<file path="config.mk">
export PLATFORM = sky130hd
export DESIGN_NAME = r2r_dac_wave_sequencer_flat
export DESIGN_NICKNAME = d
export VERILOG_FILES = /design/src/rtl/r2r_pkg.sv /design/src/rtl/r2r_dac_wave_sequencer_if.sv /design/src/rtl/r2r_pattern_mem.sv /design/src/rtl/r2r_dac_wave_sequencer.sv /design/src/flat_wrapper.sv
export SDC_FILE = /design/constraint.sdc
export NUM_CORES = 1
export LEC_CHECK = 0
export ABC_AREA = 1
export CAP_MARGIN = 30
export CORE_AREA = 2 2 92 94
export CTS_CLUSTER_SIZE = 28
export DETAILED_ROUTE_END_ITERATION = 12
export DIE_AREA = 0 0 94 96
export PLACE_DENSITY = 0.91
export SLEW_MARGIN = 20
export SYNTH_ARGS = -nofsm -noshare
export SYNTH_HDL_FRONTEND = slang
export SYNTH_HIERARCHICAL = 1
export SYNTH_SLANG_ARGS = --single-unit
</file>
<file path="constraint.sdc">
create_clock -name clk -period 5.4 [get_ports clk]
set_clock_uncertainty 0.15 [all_clocks]
set_input_delay 0.54 -clock clk [delete_from_list [all_inputs] [get_ports clk]]
set_output_delay 0.54 -clock clk [all_outputs]
set_load 0.01 [all_outputs]
</file>
<file path="src/rtl/r2r_pkg.sv">
// Shared constants and encodings for the R2R DAC wave sequencer.
//   DEPTH/IDX_W  : pattern memory depth and index width
//   DATA_W       : DAC code width
//   DIV_W        : sample-hold divider width
//   OP_*         : command opcodes carried on cmd_op
//   MODE_*       : playback order selected by CTRL[3:2]
//   state_t      : sequencer FSM states
package r2r_pkg;

   localparam int DEPTH  = 16;
   localparam int IDX_W  = 4;
   localparam int DATA_W = 4;
   localparam int DIV_W  = 8;

   localparam logic [1:0] OP_WRITE = 2'd0;
   localparam logic [1:0] OP_LEN   = 2'd1;
   localparam logic [1:0] OP_DIV   = 2'd2;
   localparam logic [1:0] OP_CTRL  = 2'd3;

   // Mode 2'b11 is not listed and falls through to one-shot behaviour.
   localparam logic [1:0] MODE_ONESHOT  = 2'd0;
   localparam logic [1:0] MODE_LOOP     = 2'd1;
   localparam logic [1:0] MODE_PINGPONG = 2'd2;

   typedef enum logic [0:0] {
      IDLE = 1'b0,
      PLAY = 1'b1
   } state_t;

endpackage

</file>
<file path="src/rtl/r2r_dac_wave_sequencer_if.sv">
// Command port of the wave sequencer (valid/ready).
//   cmd_valid : command present (master -> slave)
//   cmd_ready : command accepted on a clk edge with cmd_valid (slave -> master)
//   cmd_op    : opcode, see r2r_pkg OP_*
//   cmd_arg   : opcode argument
interface r2r_dac_wave_sequencer_if;
   import r2r_pkg::*;

   logic             cmd_valid;
   logic             cmd_ready;
   logic [1:0]       cmd_op;
   logic [DIV_W-1:0] cmd_arg;

   modport master (output cmd_valid, output cmd_op, output cmd_arg, input cmd_ready);
   modport slave  (input cmd_valid, input cmd_op, input cmd_arg, output cmd_ready);

endinterface

</file>
<file path="src/rtl/r2r_pattern_mem.sv">
// 16x4 sample store: one synchronous write port, one asynchronous read port,
// cleared asynchronously on reset.
//   clk, n_rst        : clock, async active-high reset
//   we/wr_addr/wr_data: write port
//   rd_addr/rd_data   : combinational read port
module r2r_pattern_mem
   import r2r_pkg::*;
(
   input  logic              clk,
   input  logic              n_rst,
   input  logic              we,
   input  logic [IDX_W-1:0]  wr_addr,
   input  logic [DATA_W-1:0] wr_data,
   input  logic [IDX_W-1:0]  rd_addr,
   output logic [DATA_W-1:0] rd_data
);

   logic [DATA_W-1:0] mem [DEPTH];

   always_ff @(posedge clk or posedge n_rst) begin
      if (n_rst) begin
         for (int i = 0; i < DEPTH; i++) mem[i] <= '0;
      end else if (we) begin
         mem[wr_addr] <= wr_data;
      end
   end

   assign rd_data = mem[rd_addr];

endmodule

</file>
<file path="src/rtl/r2r_dac_wave_sequencer.sv">
// Pattern-playback controller for the 4-bit R2R DAC.
//   clk, n_rst  : clock, async active-high reset
//   cmd         : command port (slave side), WRITE/LEN/DIV/CTRL
//   r2r_out     : registered DAC code
//   sample_stb  : pulse in the cycle r2r_out takes a new sample
//   busy        : high while playing
//   done        : pulse on natural one-shot completion
//   idx         : index of the sample on r2r_out
//
// state | meaning
// IDLE  | waiting; all commands accepted, outputs hold last sample
// PLAY  | stepping samples every div+1 cycles; only CTRL accepted
module r2r_dac_wave_sequencer
   import r2r_pkg::*;
(
   input  logic                     clk,
   input  logic                     n_rst,
   r2r_dac_wave_sequencer_if.slave  cmd,
   output logic [DATA_W-1:0]        r2r_out,
   output logic                     sample_stb,
   output logic                     busy,
   output logic                     done,
   output logic [IDX_W-1:0]         idx
);

   localparam logic [0:0] ST_IDLE = IDLE;
   localparam logic [0:0] ST_PLAY = PLAY;

   logic [0:0]        state;
   logic [IDX_W-1:0]  len;
   logic [DIV_W-1:0]  div;
   logic [DIV_W-1:0]  tick;
   logic [1:0]        mode;
   logic              dir_down;

   logic              accept;
   logic              do_stop;
   logic              do_start;
   logic              mem_we;
   logic              finish;
   logic [IDX_W-1:0]  step_idx;
   logic              step_dir;
   logic [IDX_W-1:0]  rd_addr;
   logic [DATA_W-1:0] rd_data;

   always_comb begin
      cmd.cmd_ready = (state == ST_IDLE) || (cmd.cmd_op == OP_CTRL);
      accept   = cmd.cmd_valid && cmd.cmd_ready;
      do_stop  = accept && (cmd.cmd_op == OP_CTRL) && cmd.cmd_arg[1];
      do_start = accept && (cmd.cmd_op == OP_CTRL) && cmd.cmd_arg[0] && !cmd.cmd_arg[1];
      mem_we   = accept && (cmd.cmd_op == OP_WRITE);
   end

   // Next index/direction if the current sample expires this cycle.
   always_comb begin
      finish   = 1'b0;
      step_dir = dir_down;
      step_idx = idx + IDX_W'(1);
      case (mode)
         MODE_LOOP: begin
            if (idx == len) step_idx = '0;
         end
         MODE_PINGPONG: begin
            if (len == '0) begin
               step_idx = '0;
            end else if (!dir_down) begin
               if (idx == len) begin
                  step_dir = 1'b1;
                  step_idx = idx - IDX_W'(1);
               end
            end else begin
               if (idx == '0) step_dir = 1'b0;
               else           step_idx = idx - IDX_W'(1);
            end
         end
         default: begin
            finish = (idx == len);
         end
      endcase
   end

   // A start always loads entry 0, so the single read port serves both cases.
   assign rd_addr = do_start ? '0 : step_idx;

   r2r_pattern_mem u_mem (
      .clk     (clk),
      .n_rst   (n_rst),
      .we      (mem_we),
      .wr_addr (cmd.cmd_arg[7:4]),
      .wr_data (cmd.cmd_arg[3:0]),
      .rd_addr (rd_addr),
      .rd_data (rd_data)
   );

   always_ff @(posedge clk or posedge n_rst) begin
      if (n_rst) begin
         state      <= ST_IDLE;
         len        <= '1;
         div        <= '0;
         tick       <= '0;
         mode       <= MODE_ONESHOT;
         dir_down   <= 1'b0;
         idx        <= '0;
         r2r_out    <= '0;
         sample_stb <= 1'b0;
         done       <= 1'b0;
      end else begin
         sample_stb <= 1'b0;
         done       <= 1'b0;

         if (accept && cmd.cmd_op == OP_LEN) len <= cmd.cmd_arg[IDX_W-1:0];
         if (accept && cmd.cmd_op == OP_DIV) div <= cmd.cmd_arg;

         if (do_stop) begin
            state <= ST_IDLE;
         end else if (do_start) begin
            state      <= ST_PLAY;
            mode       <= cmd.cmd_arg[3:2];
            idx        <= '0;
            r2r_out    <= rd_data;
            sample_stb <= 1'b1;
            tick       <= '0;
            dir_down   <= 1'b0;
         end else if (state == ST_PLAY) begin
            if (tick == div) begin
               tick <= '0;
               if (finish) begin
                  state <= ST_IDLE;
                  done  <= 1'b1;
               end else begin
                  idx        <= step_idx;
                  dir_down   <= step_dir;
                  r2r_out    <= rd_data;
                  sample_stb <= 1'b1;
               end
            end else begin
               tick <= tick + DIV_W'(1);
            end
         end
      end
   end

   assign busy = (state == ST_PLAY);

endmodule

</file>
<file path="src/flat_wrapper.sv">
// flat-port wrapper written by rule: the top's interface ports become plain ports
module r2r_dac_wave_sequencer_flat import r2r_pkg::*;
  (clk, n_rst, r2r_out, sample_stb, busy, done, idx, cmd_cmd_valid, cmd_cmd_op, cmd_cmd_arg, cmd_cmd_ready);
  r2r_dac_wave_sequencer_if cmd_i ();
  input  logic clk;
  input  logic n_rst;
  output logic [DATA_W-1:0] r2r_out;
  output logic sample_stb;
  output logic busy;
  output logic done;
  output logic [IDX_W-1:0] idx;
  input wire logic [$bits(cmd_i.cmd_valid)-1:0] cmd_cmd_valid;
  input wire logic [$bits(cmd_i.cmd_op)-1:0] cmd_cmd_op;
  input wire logic [$bits(cmd_i.cmd_arg)-1:0] cmd_cmd_arg;
  output wire logic [$bits(cmd_i.cmd_ready)-1:0] cmd_cmd_ready;
  assign cmd_i.cmd_valid = cmd_cmd_valid;
  assign cmd_i.cmd_op = cmd_cmd_op;
  assign cmd_i.cmd_arg = cmd_cmd_arg;
  assign cmd_cmd_ready = cmd_i.cmd_ready;
  r2r_dac_wave_sequencer u_core (.clk(clk), .n_rst(n_rst), .cmd(cmd_i), .r2r_out(r2r_out), .sample_stb(sample_stb), .busy(busy), .done(done), .idx(idx));
endmodule
</file>
=== Word-level counts from Yosys, hierarchy flattened ===
Index checks and enable logic that the tools add are counted.

* Add/subtract/negate cells: 3
* $lt $le $gt $ge: 3
* Eq/ne operators: 9
* Mux-type cells: 48
* Bitwise operators: 4
* Reduce and logical (&&, ||, !) cells: 22

{| class="wikitable"
|+ Operators with widths
! operator !! number
|-
| $mux 4 || 17
|-
| $bwmux 64 || 1
|-
| $mux 1 || 24
|-
| $mux 8 || 3
|-
| $bmux 4 s4 || 1
|-
| $demux 4 s4 || 1
|-
| $ge 5x5->1 const B || 2
|-
| $not 4->5 || 2
|-
| $logic_and 1x1->1 || 9
|-
| $add 8x1->8 const B || 1
|-
| $eq 8x8->1 || 1
|-
| $logic_not 4->1 || 2
|-
| $pmux 4 s2 || 1
|-
| $eq 2x2->1 const B || 3
|-
| $reduce_and 6->1 || 1
|-
| $reduce_bool 2->1 || 3
|-
| $lt 5x1->1 const B || 1
|-
| $add 4x1->4 const B || 1
|-
| $eq 2x1->1 const B || 2
|-
| $eq 4x4->1 || 1
|-
| $ne 2x1->1 const B || 2
|-
| $reduce_and 2->1 || 2
|-
| $reduce_and 4->1 || 1
|-
| $sub 4x1->4 const B || 1
|-
| 5 further kinds || 6
|}

* Register bits after elaboration: 98
* Input bits: 13
* Output and inout port bits: 12
* Word-level logic and storage cells: 115

=== Depth between registers and ports, before layout ===
Gate-level depths: netlist (run 1).

* Depth in word-level cells: 15
* Depth in mapped cells: 21
* Gate-level depth less buffers: 18

=== Cells and area by module ===
Netlist (run 1), hierarchy kept.

{| class="wikitable"
|+ Modules (own cells, without submodules)
! module !! times used !! cells an instance !! area each (um^2) !! seq. area each (um^2)
|-
| r2r_pattern_mem || 1 || 429 || 3174.3 || 1601.5
|-
| r2r_dac_wave_sequencer || 1 || 249 || 1963.1 || 855.8
|}

=== Worst setup path before layout (run 1) ===
Ideal clock, no wire load.

* Kind: register to register
* Start: reg u_core.idx[2]
* End: reg u_core.r2r_out[2]
* Library setup time: 117 ps
* Arrival time: 2074 ps
* Data required time: 5133 ps
* Slack: 3060 ps
* Stages on the path, launching flop included: 22
* Buffers on the path: 3
* Period minus slack after synthesis: 2340 ps
* Cell sequence: dfrtp_1 buf_4 inv_2 nand2_1 nand2_1 nor2_1 nand2_2 nand2_2 nand2_1 nand2_1 nand2_1 nand2_1 a21boi_1 buf_2 inv_1 buf_2 nand3_1 nand3_1 nand3_1 nand2_1 nand2_1 nand2_1

* Cells in the longest elaborated chain, start to end: 14
* Elaborated cells between the ends (all ways): 22
* Those cells by class: add/sub: 2; eq/ne: 2; mux: 15; bitwise: 1; reduce/logical: 2

{| class="wikitable"
|+ RTL lines
! element !! line !! source
|-
| start: declaration || r2r_dac_wave_sequencer.sv:23 || <nowiki>output logic [IDX_W-1:0] idx</nowiki>
|-
| start signal: assignment || r2r_dac_wave_sequencer.sv:131 || <nowiki>idx <= step_idx;</nowiki>
|-
| $eq 4x4->1 / $logic_not 4->1 (equally long branches) || r2r_dac_wave_sequencer.sv:61, r2r_dac_wave_sequencer.sv:67, r2r_dac_wave_sequencer.sv:72 ||
|-
| $mux 4, on equally long branches || r2r_dac_wave_sequencer.sv:67, r2r_dac_wave_sequencer.sv:72 ||
|-
| $mux 4 || r2r_dac_wave_sequencer.sv:66 || <nowiki>end else if (!dir_down) begin</nowiki>
|-
| $mux 4 || r2r_dac_wave_sequencer.sv:64 || <nowiki>if (len == '0) begin</nowiki>
|-
| $pmux 4 s2 * || r2r_dac_wave_sequencer.sv:59 || <nowiki>case (mode)</nowiki>
|-
| $mux 4 * || r2r_dac_wave_sequencer.sv:83 || <nowiki>assign rd_addr = do_start ? '0 : step_idx;</nowiki>
|-
| named net u_core.rd_addr[1] || r2r_dac_wave_sequencer.sv:43 || <nowiki>logic [IDX_W-1:0] rd_addr;</nowiki>
|-
| $not 4->5 (not written as such) * || r2r_pattern_mem.sv:28 || <nowiki>assign rd_data = mem[rd_addr];</nowiki>
|-
| $bmux 4 s4 * || r2r_pattern_mem.sv:28 ||
|-
| $mux 4 (not written as such) * (2 in a row) || r2r_pattern_mem.sv:28 ||
|-
| named net u_core.rd_data[2] || r2r_dac_wave_sequencer.sv:44 || <nowiki>logic [DATA_W-1:0] rd_data;</nowiki>
|-
| $mux 4 || r2r_dac_wave_sequencer.sv:127 || <nowiki>if (finish) begin</nowiki>
|-
| $mux 4 || r2r_dac_wave_sequencer.sv:125 || <nowiki>if (tick == div) begin</nowiki>
|-
| $mux 4 || r2r_dac_wave_sequencer.sv:124 || <nowiki>end else if (state == ST_PLAY) begin</nowiki>
|-
| $mux 4 * || r2r_dac_wave_sequencer.sv:116 || <nowiki>end else if (do_start) begin</nowiki>
|-
| end signal: assignment || r2r_dac_wave_sequencer.sv:120 || <nowiki>r2r_out <= rd_data;</nowiki>
|-
| end signal: assignment || r2r_dac_wave_sequencer.sv:133 || <nowiki>r2r_out <= rd_data;</nowiki>
|-
| end: declaration || r2r_dac_wave_sequencer.sv:19 || <nowiki>output logic [DATA_W-1:0] r2r_out,</nowiki>
|}

The timed path passes the listed nets; every way through them passes the cells marked *. The select of a mux whose other input is x is not followed.
A chain may end at the register's enable or synchronous reset.

=== Worst setup path after layout (run 1) ===
* Start: reg u_core.len[0]
* End: reg u_core.r2r_out[3]

* Cells in the longest elaborated chain, start to end: 14
* Elaborated cells between the ends (all ways): 19
* Those cells by class: eq/ne: 2; mux: 14; bitwise: 1; reduce/logical: 2

{| class="wikitable"
|+ RTL lines
! element !! line !! source
|-
| start: declaration || r2r_dac_wave_sequencer.sv:30 || <nowiki>logic [IDX_W-1:0] len;</nowiki>
|-
| start signal: assignment || r2r_dac_wave_sequencer.sv:111 || <nowiki>if (accept && cmd.cmd_op == OP_LEN) len <= cmd.cmd_arg[IDX_W-1:0];</nowiki>
|-
| $eq 4x4->1 || r2r_dac_wave_sequencer.sv:61, r2r_dac_wave_sequencer.sv:67 ||
|-
| $mux 4 || r2r_dac_wave_sequencer.sv:67 || <nowiki>if (idx == len) begin</nowiki>
|-
| $mux 4 || r2r_dac_wave_sequencer.sv:66 ||
|-
| $mux 4 || r2r_dac_wave_sequencer.sv:64 ||
|-
| $pmux 4 s2 * || r2r_dac_wave_sequencer.sv:59 ||
|-
| $mux 4 * || r2r_dac_wave_sequencer.sv:83 ||
|-
| named net u_core.rd_addr[0] || r2r_dac_wave_sequencer.sv:43 ||
|-
| $not 4->5 (not written as such) * || r2r_pattern_mem.sv:28 ||
|-
| $bmux 4 s4 * || r2r_pattern_mem.sv:28 ||
|-
| $mux 4 (not written as such) * (2 in a row) || r2r_pattern_mem.sv:28 ||
|-
| named net u_core.rd_data[3] || r2r_dac_wave_sequencer.sv:44 ||
|-
| $mux 4 || r2r_dac_wave_sequencer.sv:127 ||
|-
| $mux 4 || r2r_dac_wave_sequencer.sv:125 ||
|-
| $mux 4 || r2r_dac_wave_sequencer.sv:124 ||
|-
| $mux 4 * || r2r_dac_wave_sequencer.sv:116 ||
|}

Marks and branches as above.

==> results by stage, run 1 <==
Yosys:
- Counting instances in the post-synthesis netlist gives the leading cell types as sky130_fd_sc_hd__nand2_1 (226), sky130_fd_sc_hd__inv_1 (101), sky130_fd_sc_hd__dfrtp_1 (94).
- For this run, the register share of the synthesized area comes to 0.478.
- The average instance in the mapped netlist occupies 7.58 sq um.
- After synthesis, the largest family of logic cells by area is simple AND/OR/NAND/NOR gates.
- The synthesized design contains 0 enable-type register cells.
- Of the post-synthesis cell area, the dominant cell type holds 0.458.
- The compound-gate portion of the synthesized area was 0.0957.
- The number of instances in the synthesized netlist is 678.
- The number of synthesized register bits is 98.
- The number of different library cells used by synthesis comes to 32.
- Of the total synthesized cell area, the portion taken by full adders, half adders and majority gates is 0.0122.
- Of the total synthesized cell area, the portion taken by AND, OR, NAND and NOR gates is 0.289.
- The synthesized design spends more area on one cell type than any other, namely sky130_fd_sc_hd__dfrtp_1.
- The post-synthesis mux area share is 0.00877.
- After synthesis, the share of flip-flops with an asynchronous set or reset is 1.00.
- In this run the cell area of the synthesized design comes to 0.00514 sq mm.
- The predominant post-synthesis flop cell is sky130_fd_sc_hd__dfrtp_1.
- The number of nets in the synthesized netlist is 696.
- Yosys printed 6 warnings.
- Sorting the synthesized cells by area gives the leading types as sky130_fd_sc_hd__dfrtp_1 (46%), sky130_fd_sc_hd__nand2_1 (17%), sky130_fd_sc_hd__o21ai_0 (7.8%).
- The leading cell type by number of instances after synthesis is sky130_fd_sc_hd__nand2_1.
- Of the total synthesized cell area, the portion taken by XOR and XNOR cells is 0.0188.

GRT:
- For this run, global-route usage on met1 was measured as 0.382.
- The first-pass GRT wire length is 20.4 mm.
- The maximum number of pins on one net before global-route repair is 65.
- The number of global-route vias before repair is 4329.
- The all-layer global routing usage is 0.293.
- In the global route stage, met3 resource usage came out at 0.0446.
- The busiest layer in global routing is met2.
- The initial antenna violation count is 0.
- In the global route stage, met2 resource usage came out at 0.495.
- The final global-route overflow total is 0.

Place:
- The post-place setup slack is 1.81 ns.
- The HPWL after detailed placement is 8.79 mm.
- The congestion estimate from routability-driven global placement came to 0.948.
- After detailed placement, the total cell area comes to 0.00543 sq mm.
- In this run the tool buffered the top-level ports with 24 buffer cells.

Drt:
- The wire length reported by the detailed router is 12.3 mm.
- The number of iterations in the first detailed-routing pass is 6.
- The detail route stage leaves a number of antenna-violating nets equal to 0.
- After detailed routing, the number of remaining DRC violations is 0.
- In this run, the number of DRC markers left after iteration 0 of detailed routing was 454.
- The routed length per instance is 15.2 um.
- The vias after detailed routing is 4590.
- The detail-routed via count per cell is 5.67.

Power and ir drop:
- The maximum vdd drop is 0.247 mV.
- The leakage power is 2.81 nW.
- In this run the power density over the cells is 426 mW/mm^2.

STA:
- In the finished design, the share of the clock period the worst path needs comes to 0.568.
- The worst-case headroom to the max-slew limit is 0.470.
- The final number of max-transition violations is 0.
- The number of hold violations in the final report is 0.
- Across all setup checks in the final design, the least slack found is 2.33 ns.
- The total setup violations reported at the end of the flow is 0.
- For the pin with the worst max-slew slack, the measured transition is 0.795 ns.
- In the final timing run, aggregate negative setup slack is 0 ns.
- The worst path needs 3.07 ns of the cycle, external delays included.
- The fmax is 326 MHz.
- Setup repair after global routing left no endpoint under its margin.

Layout:
- In the final layout, the share of cells above drive strength 1 is 0.0724.
- The count of antenna diodes in the layout is 0.
- The post-layout net count is 717.
- After filler insertion, the fill cell instance count of the layout stands at 618.
- From synthesis to final layout, the design area changed by 9.60%.
- Once layout is complete, the utilization of the core stands at 0.699.
- The area of all placed cells without fillers is 0.00563 sq mm.

Die:
- The floorplan step defined a die boundary enclosing 0.00902 sq mm.
- The width of the chip is 94 um.
- The core region area is 0.00805 sq mm.
- The initial cell density of the core is 0.638.
- The floorplan has 33 rows.
- The height of the chip is 96 um.
- 25 I/O pins were placed.

Clock tree:
- The library cell used as clock root buffer is sky130_fd_sc_hd__clkbuf_8.
- In this run the deepest clock path goes through 2 buffers.
- In this run, CTS created clock tree buffers numbering 9.
- The count of buffers added by post-CTS timing repair for setup is 0.
- The deepest level of the CTS H-tree is 3.
- The clock latency on the worst-skew pair is 0.38 ns.
- The number of gates resized after CTS is 0.
- The number of sinks handled by clock tree synthesis is 98.
- The hold buffer count at cts is 0.
- After clock tree synthesis, the clock-pin slew on the worst setup and hold paths is 0.11 ns.
- The TritonCTS clock tree is built.

Outcome:
- The run finished with clean final reports.

Critical path:
- The critical path capture point type is a register.
- The critical path data required time is 5.51 ns.
- The type of the setup path with the least slack is register to register.
- Along the worst path, the maximum fanout reaches 28.
- Data on the critical path arrives at its endpoint at 3.18 ns.
- The startpoint type of the worst setup path is a register.

Job:
- Across the run, the number of max-cap violations was 0.

Worst hold path:
- The worst hold path belongs to the class primary input to asynchronous set/reset pin.
==> through the flow <==
stage / hold WS [ns] / std cells / power (mW)
floorplan: 0.295 / 678 / 1.68
global placement: 0.317 / 792 / 1.88
detailed placement: 0.323 / 792 / 1.93
CTS: 0.234 / 808 / 2.38
global route: 0.238 / 809 / 2.57
finish: 0.235 / 809 / 2.40
==> logic make-up (layout without fill, tap and decap cells) <==
family | Yosys count | after routing
mux | 4 | 4
buf+inv | 125 | 151
fa+ha+maj | 5 | 5
compound gates | 96 | 96
flops | 98 | 98
simple gates | 339 | 339
xor+xnor | 11 | 11
==> power by group <==
| group | switching, mW | internal, mW | leakage, nW |
|---|---|---|---|
| Sequential | 0.121 | 0.878 | 1.25 |
| Clock | 0.272 | 0.175 | 0.0950 |
| Combinational | 0.596 | 0.358 | 1.46 |
| Total | 0.989 | 1.41 | 2.81 |
==> cells in the final DEF, fill, tap and decap left out, types with 3 or more instances in the layout <==
master / n
sky130_fd_sc_hd__clkbuf_8: 9
sky130_fd_sc_hd__nand3_1: 72
sky130_fd_sc_hd__dfstp_2: 4
sky130_fd_sc_hd__nand2_2: 4
sky130_fd_sc_hd__mux2_2: 4
sky130_fd_sc_hd__xnor2_1: 7
sky130_fd_sc_hd__o21ai_0: 80
sky130_fd_sc_hd__a21oi_1: 7
sky130_fd_sc_hd__dfrtp_1: 94
sky130_fd_sc_hd__inv_1: 100
sky130_fd_sc_hd__nor3_4: 3
sky130_fd_sc_hd__nand2_1: 226
sky130_fd_sc_hd__inv_2: 7
sky130_fd_sc_hd__inv_6: 4
sky130_fd_sc_hd__buf_4: 3
sky130_fd_sc_hd__nand4_1: 4
sky130_fd_sc_hd__ha_1: 5
sky130_fd_sc_hd__o21ai_1: 4
sky130_fd_sc_hd__nor2_1: 19
sky130_fd_sc_hd__xor2_1: 4
sky130_fd_sc_hd__clkdlybuf4s50_1: 24
sky130_fd_sc_hd__nor2_4: 4
==> sequential cells by signal, indices dropped and copies added, names as in the netlist <==
name	cells
u_core/u_mem/mem	64
u_core/div	8
u_core/tick	8
u_core/idx	4
u_core/len	4
u_core/r2r_out	4
u_core/mode	2
u_core/busy	1
u_core/dir_down	1
u_core/done	1
u_core/sample_stb	1
==> critical path: stages, from the launching register on <==
cell and delay, ns:
sky130_fd_sc_hd__dfstp_2 0.57, sky130_fd_sc_hd__inv_1 0.06, sky130_fd_sc_hd__nand2_1 0.05, sky130_fd_sc_hd__nand2_1 0.06
sky130_fd_sc_hd__nor2_1 0.15, sky130_fd_sc_hd__nand2_2 0.13, sky130_fd_sc_hd__nand2_1 0.12, sky130_fd_sc_hd__nand3_1 0.14
sky130_fd_sc_hd__nand3_1 0.10, sky130_fd_sc_hd__inv_1 0.24, sky130_fd_sc_hd__buf_8 0.25, sky130_fd_sc_hd__inv_2 0.33
sky130_fd_sc_hd__nand2_1 0.12, sky130_fd_sc_hd__nand3_1 0.11, sky130_fd_sc_hd__nand3_1 0.08, sky130_fd_sc_hd__nand3_1 0.10
sky130_fd_sc_hd__nand2_1 0.06, sky130_fd_sc_hd__nand2_1 0.06, sky130_fd_sc_hd__nand2_1 0.06
==> cell type report <==
type                       instances  area [sq um]  share of cell area
sequential                        98          2460               0.436
multi-input combinational        455          2180               0.387
inverter                         107           402              0.0713
timing repair buffer              28           278              0.0493
tap                              105           131              0.0233
clock buffer                       9           124              0.0220
clock inverter                     7          57.6              0.0102
==> routing by layer <==
layer | part of all wire | vias to the layer above | routed length (um)
met5 | 0 | - | 0
met3 | 0.066 | 36 | 807
met1 | 0.41 | 2187 | 5070
met4 | 0.024 | 0 | 297
met2 | 0.50 | 208 | 6130
li1 | - | 2159 | -
==> worst paths after layout <==
check / endpoint / cells after the start / from / slack, ns
max: u_core/r2r_out[3]$_DFFE_PP0P_ / 18 / u_core/len[0]$_DFFE_PP1P_ / 2.33
min: u_core/div[4]$_DFFE_PP0P_ / 2 / n_rst / 0.24
max reg2reg: u_core/r2r_out[3]$_DFFE_PP0P_ / 18 / u_core/len[0]$_DFFE_PP1P_ / 2.33
min reg2reg: u_core/u_mem/mem[54]$_DFFE_PP0P_ / 2 / u_core/u_mem/mem[54]$_DFFE_PP0P_ / 0.35
max in group asynchronous: u_core/u_mem/mem[30]$_DFFE_PP0P_ / 3 / n_rst / 3.99
min in group clk: u_core/u_mem/mem[54]$_DFFE_PP0P_ / 2 / u_core/u_mem/mem[54]$_DFFE_PP0P_ / 0.35
Note: power is estimated with default switching activity, not from simulation.
==> run 2: changes to the inputs <==
--- a/config.mk
+++ b/config.mk
@@ -7,11 +7,11 @@
 export LEC_CHECK = 0
 export ABC_AREA = 1
 export CAP_MARGIN = 30
-export CORE_AREA = 2 2 92 94
+export CORE_AREA = 2 2 96 98
 export CTS_CLUSTER_SIZE = 28
 export DETAILED_ROUTE_END_ITERATION = 12
-export DIE_AREA = 0 0 94 96
-export PLACE_DENSITY = 0.91
+export DIE_AREA = 0 0 98 100
+export PLACE_DENSITY = 0.85
 export SLEW_MARGIN = 20
 export SYNTH_ARGS = -nofsm -noshare
 export SYNTH_HDL_FRONTEND = slang
==> constraint.sdc (replaced) <==
create_clock -name clk -period 3.1 [get_ports clk]
set_clock_uncertainty 0.15 [all_clocks]
set_input_delay 0.31 -clock clk [delete_from_list [all_inputs] [get_ports clk]]
set_output_delay 0.31 -clock clk [all_outputs]
set_load 0.01 [all_outputs]
==> run 2 against run 1 <==
Cell area grew 0.76%; clock power rose by 73%; die area rose by 8.6%; global-route usage decreased by 2.7 points; count of clock-buffer cells in the layout stayed put; total power grew 74%; register-to-register slack lost 1.9 ns; worst hold slack lost 0.11 ns; wire length decreased by 2.6%; via count fell by 1.5%; critical path type unchanged.
==> results by stage, run 2 (synthesis results as in run 1) <==
Outcome:
- The run finished with clean final reports.

STA:
- Setup violations remaining at the end of the flow were counted as 0.
- Dividing the final minimum period by the clock period gives 0.854.
- The final number of max-transition violations is 0.
- Setup repair after global routing left no endpoint under its margin.
- For the pin with the worst max-slew slack, the measured transition is 0.544 ns.
- For the finished layout, the period the worst path requires is 2.65 ns.
- The minimum hold slack is 0.124 ns.
- The worst-case headroom to the max-slew limit is 0.637.
- The number of hold violations in the final report came to 0.
- Derived from the worst setup path, the maximum achievable clock frequency is 378 MHz.
- Setup total negative slack on the finished layout was measured at 0 ns.

Critical path:
- The largest driver fanout on the critical path is 16.
- STA classifies the critical path endpoint as a register.
- The internal reg-to-reg setup slack is 0.45 ns.
- The worst reg2reg path startpoint is u_core/idx[1]$_DFFE_PP0P_.
- The capturing point of the worst reg2reg path is u_core/r2r_out[2]$_DFFE_PP0P_.
- Data on the critical path arrives at its endpoint at 2.77 ns.
- The worst setup path is of the register to register kind.
- The startpoint type of the worst setup path is a register.
- Data on the critical path is required at its endpoint by 3.22 ns.
- The count of cells along the worst register-to-register path is 15.

Power and ir drop:
- The sequential cell fraction of total power is 0.413.
- The leakage power is 2.83 nW.
- The maximum vdd drop is 0.412 mV.
- Power spread over the standard cell area amounts to 735 mW/mm^2.
- The internal portion of the total power is 2.48 mW.
- Of the total power, combinational logic draws 0.401.
- In this run the power spent charging and discharging nets is 1.69 mW.
- The power share of the clock group is 0.186.
- The switching portion of total power is 0.406.

Layout:
- The largest registers in the layout are u_core/u_mem/mem (64), u_core/div (8), u_core/tick (8).
- The filler cells instantiated in the layout total 779.
- The most frequent standard cell in the layout excluding fill and tap cells is sky130_fd_sc_hd__nand2_1.
- Relative to the synthesized area, the layout overhead comes to 10.4%.
- In the final layout, the share of cells above drive strength 1 is 0.0790.
- The post-layout net count is 722.
- The register with the highest flop count is u_core/u_mem/mem.
- The count of antenna diodes in the layout is 0.
- The library cells used most frequently in the layout, excluding fill and tap cells, are sky130_fd_sc_hd__nand2_1 (226), sky130_fd_sc_hd__inv_1 (100), sky130_fd_sc_hd__dfrtp_1 (94).
- The number of flip-flops under the largest register name is 64.

Clock tree:
- The number of gates resized after CTS is 0.
- The count of buffers added by post-CTS timing repair for setup is 0.
- The hold buffer count at cts is 0.
- The CTS buffer count is 9.
- The clock latency on the worst-skew pair is 0.37 ns.
- After clock tree synthesis, the clock-pin slew on the worst setup and hold paths is 0.11 ns.
- The worst-case clock buffer depth is 2.
- TritonCTS built the clock tree.
- The library cell used as clock root buffer is sky130_fd_sc_hd__clkbuf_8.
- The H-tree was split into 3 levels.
- The clock drives 98 sinks.

Die:
- The core region area is 0.00889 sq mm.
- The width of the chip is 98 um.
- From bottom edge to top edge, the die measures 100 um.
- Pin placement for this block handled 25 I/O pins.
- The number of placement rows is 35.
- The die covers 0.00980 sq mm.
- The initial cell density of the core is 0.578.

Drt:
- For this block, the initial DRC count from the detailed router was 396.
- The vias after detailed routing is 4523.
- The number of iterations in the first detailed-routing pass is 7.
- After detailed routing, the number of vias per cell comes to 5.52.
- The residual DRC count is 0.
- Summed over all layers, the routed wires come to 12.0 mm.
- Dividing the detail-routed wire length by the instance count gives 14.6 um.
- In this run the remaining antenna-violating nets after routing total 0.

Place:
- The HPWL reported at the end of detailed placement is 8.88 mm.
- Routability-driven placement finished with a final weighted congestion of 0.900.
- The number of port buffers is 24.

GRT:
- The maximum number of pins on one net before global-route repair is 35.
- The initial antenna violation count is 0.
- The all-layer global routing usage is 0.266.
- The number of global-route vias before repair is 4453.
- For this run the aggregate overflow at the end of global routing stands at 0.
- The first global-routing pass estimated 20.9 mm of wire.

Job:
- The number of max-cap violations is 0.

Worst hold path:
- The class of the tightest hold or removal check is primary input to asynchronous set/reset pin.
[run 2: power groups by stage]
stage	Combinational [mW]	Clock (mW)	Sequential [mW]
floorplan	1.21	0	1.71
global placement	1.61	0	1.74
detailed placement	1.65	0	1.75
CTS	1.65	0.790	1.72
global route	1.92	0.836	1.76
finish	1.67	0.774	1.72
[run 2: critical path, cell delays in order (launching register included)]
cell,delay [ns]
sky130_fd_sc_hd__dfrtp_1,0.47
sky130_fd_sc_hd__inv_1,0.13
sky130_fd_sc_hd__ha_1,0.19
sky130_fd_sc_hd__nand4_1,0.17
sky130_fd_sc_hd__nand2_1,0.13
sky130_fd_sc_hd__nand2_1,0.07
sky130_fd_sc_hd__nand2_1,0.06
sky130_fd_sc_hd__nand2_1,0.06
sky130_fd_sc_hd__a21boi_1,0.27
sky130_fd_sc_hd__inv_1,0.28
sky130_fd_sc_hd__nand3_1,0.19
sky130_fd_sc_hd__nand3_1,0.10
sky130_fd_sc_hd__nand3_1,0.10
sky130_fd_sc_hd__nand2_1,0.06
sky130_fd_sc_hd__nand2_1,0.06
sky130_fd_sc_hd__nand2_1,0.05
[run 2: layout make-up]
type | count | area, sq um | share of cell area
Inverter | 107 | 402 | 0.0708
Tap cell | 111 | 139 | 0.0245
Multi-Input combinational cell | 455 | 2180 | 0.384
Timing Repair Buffer | 33 | 308 | 0.0543
Clock inverter | 7 | 62.6 | 0.0110
Clock buffer | 9 | 124 | 0.0218
Sequential cell | 98 | 2460 | 0.433
[run 2: worst max-delay path by stage]
stage / start / to / cells after the start
global placement: cmd_cmd_op[0] / u_core/r2r_out[3]$_DFFE_PP0P_ / 15
detailed placement: cmd_cmd_arg[1] / u_core/r2r_out[2]$_DFFE_PP0P_ / 13
floorplan: u_core/idx[2]$_DFFE_PP0P_ / u_core/r2r_out[2]$_DFFE_PP0P_ / 21
global route: u_core/idx[1]$_DFFE_PP0P_ / u_core/r2r_out[2]$_DFFE_PP0P_ / 15
finish: u_core/idx[1]$_DFFE_PP0P_ / u_core/r2r_out[2]$_DFFE_PP0P_ / 15
CTS: u_core/idx[1]$_DFFE_PP0P_ / u_core/r2r_out[2]$_DFFE_PP0P_ / 15
[run 2: stage by stage]
step	instances	utilization	cell area (sq um)	power, mW	worst slack, ns
after global routing	820	0.638	5670	4.52	0.140
final	820	0.638	5670	4.17	0.452
after detailed placement	804	0.617	5490	3.40	0.371
after floorplan	678	-	5140	2.92	0.760
after CTS	820	0.638	5670	4.17	0.481
after global placement	804	0.617	5490	3.34	0.469
[run 2: per-layer routing]
layer / part of all wire / vias to the layer above / GRT usage / routed length (um)
met4: 0.027 / 0 / 0.119 / 327
met1: 0.43 / 2142 / 0.357 / 5170
met3: 0.052 / 33 / 0.0279 / 624
li1: - / 2175 / - / -
met2: 0.49 / 173 / 0.445 / 5860
met5: 0 / - / 0 / 0
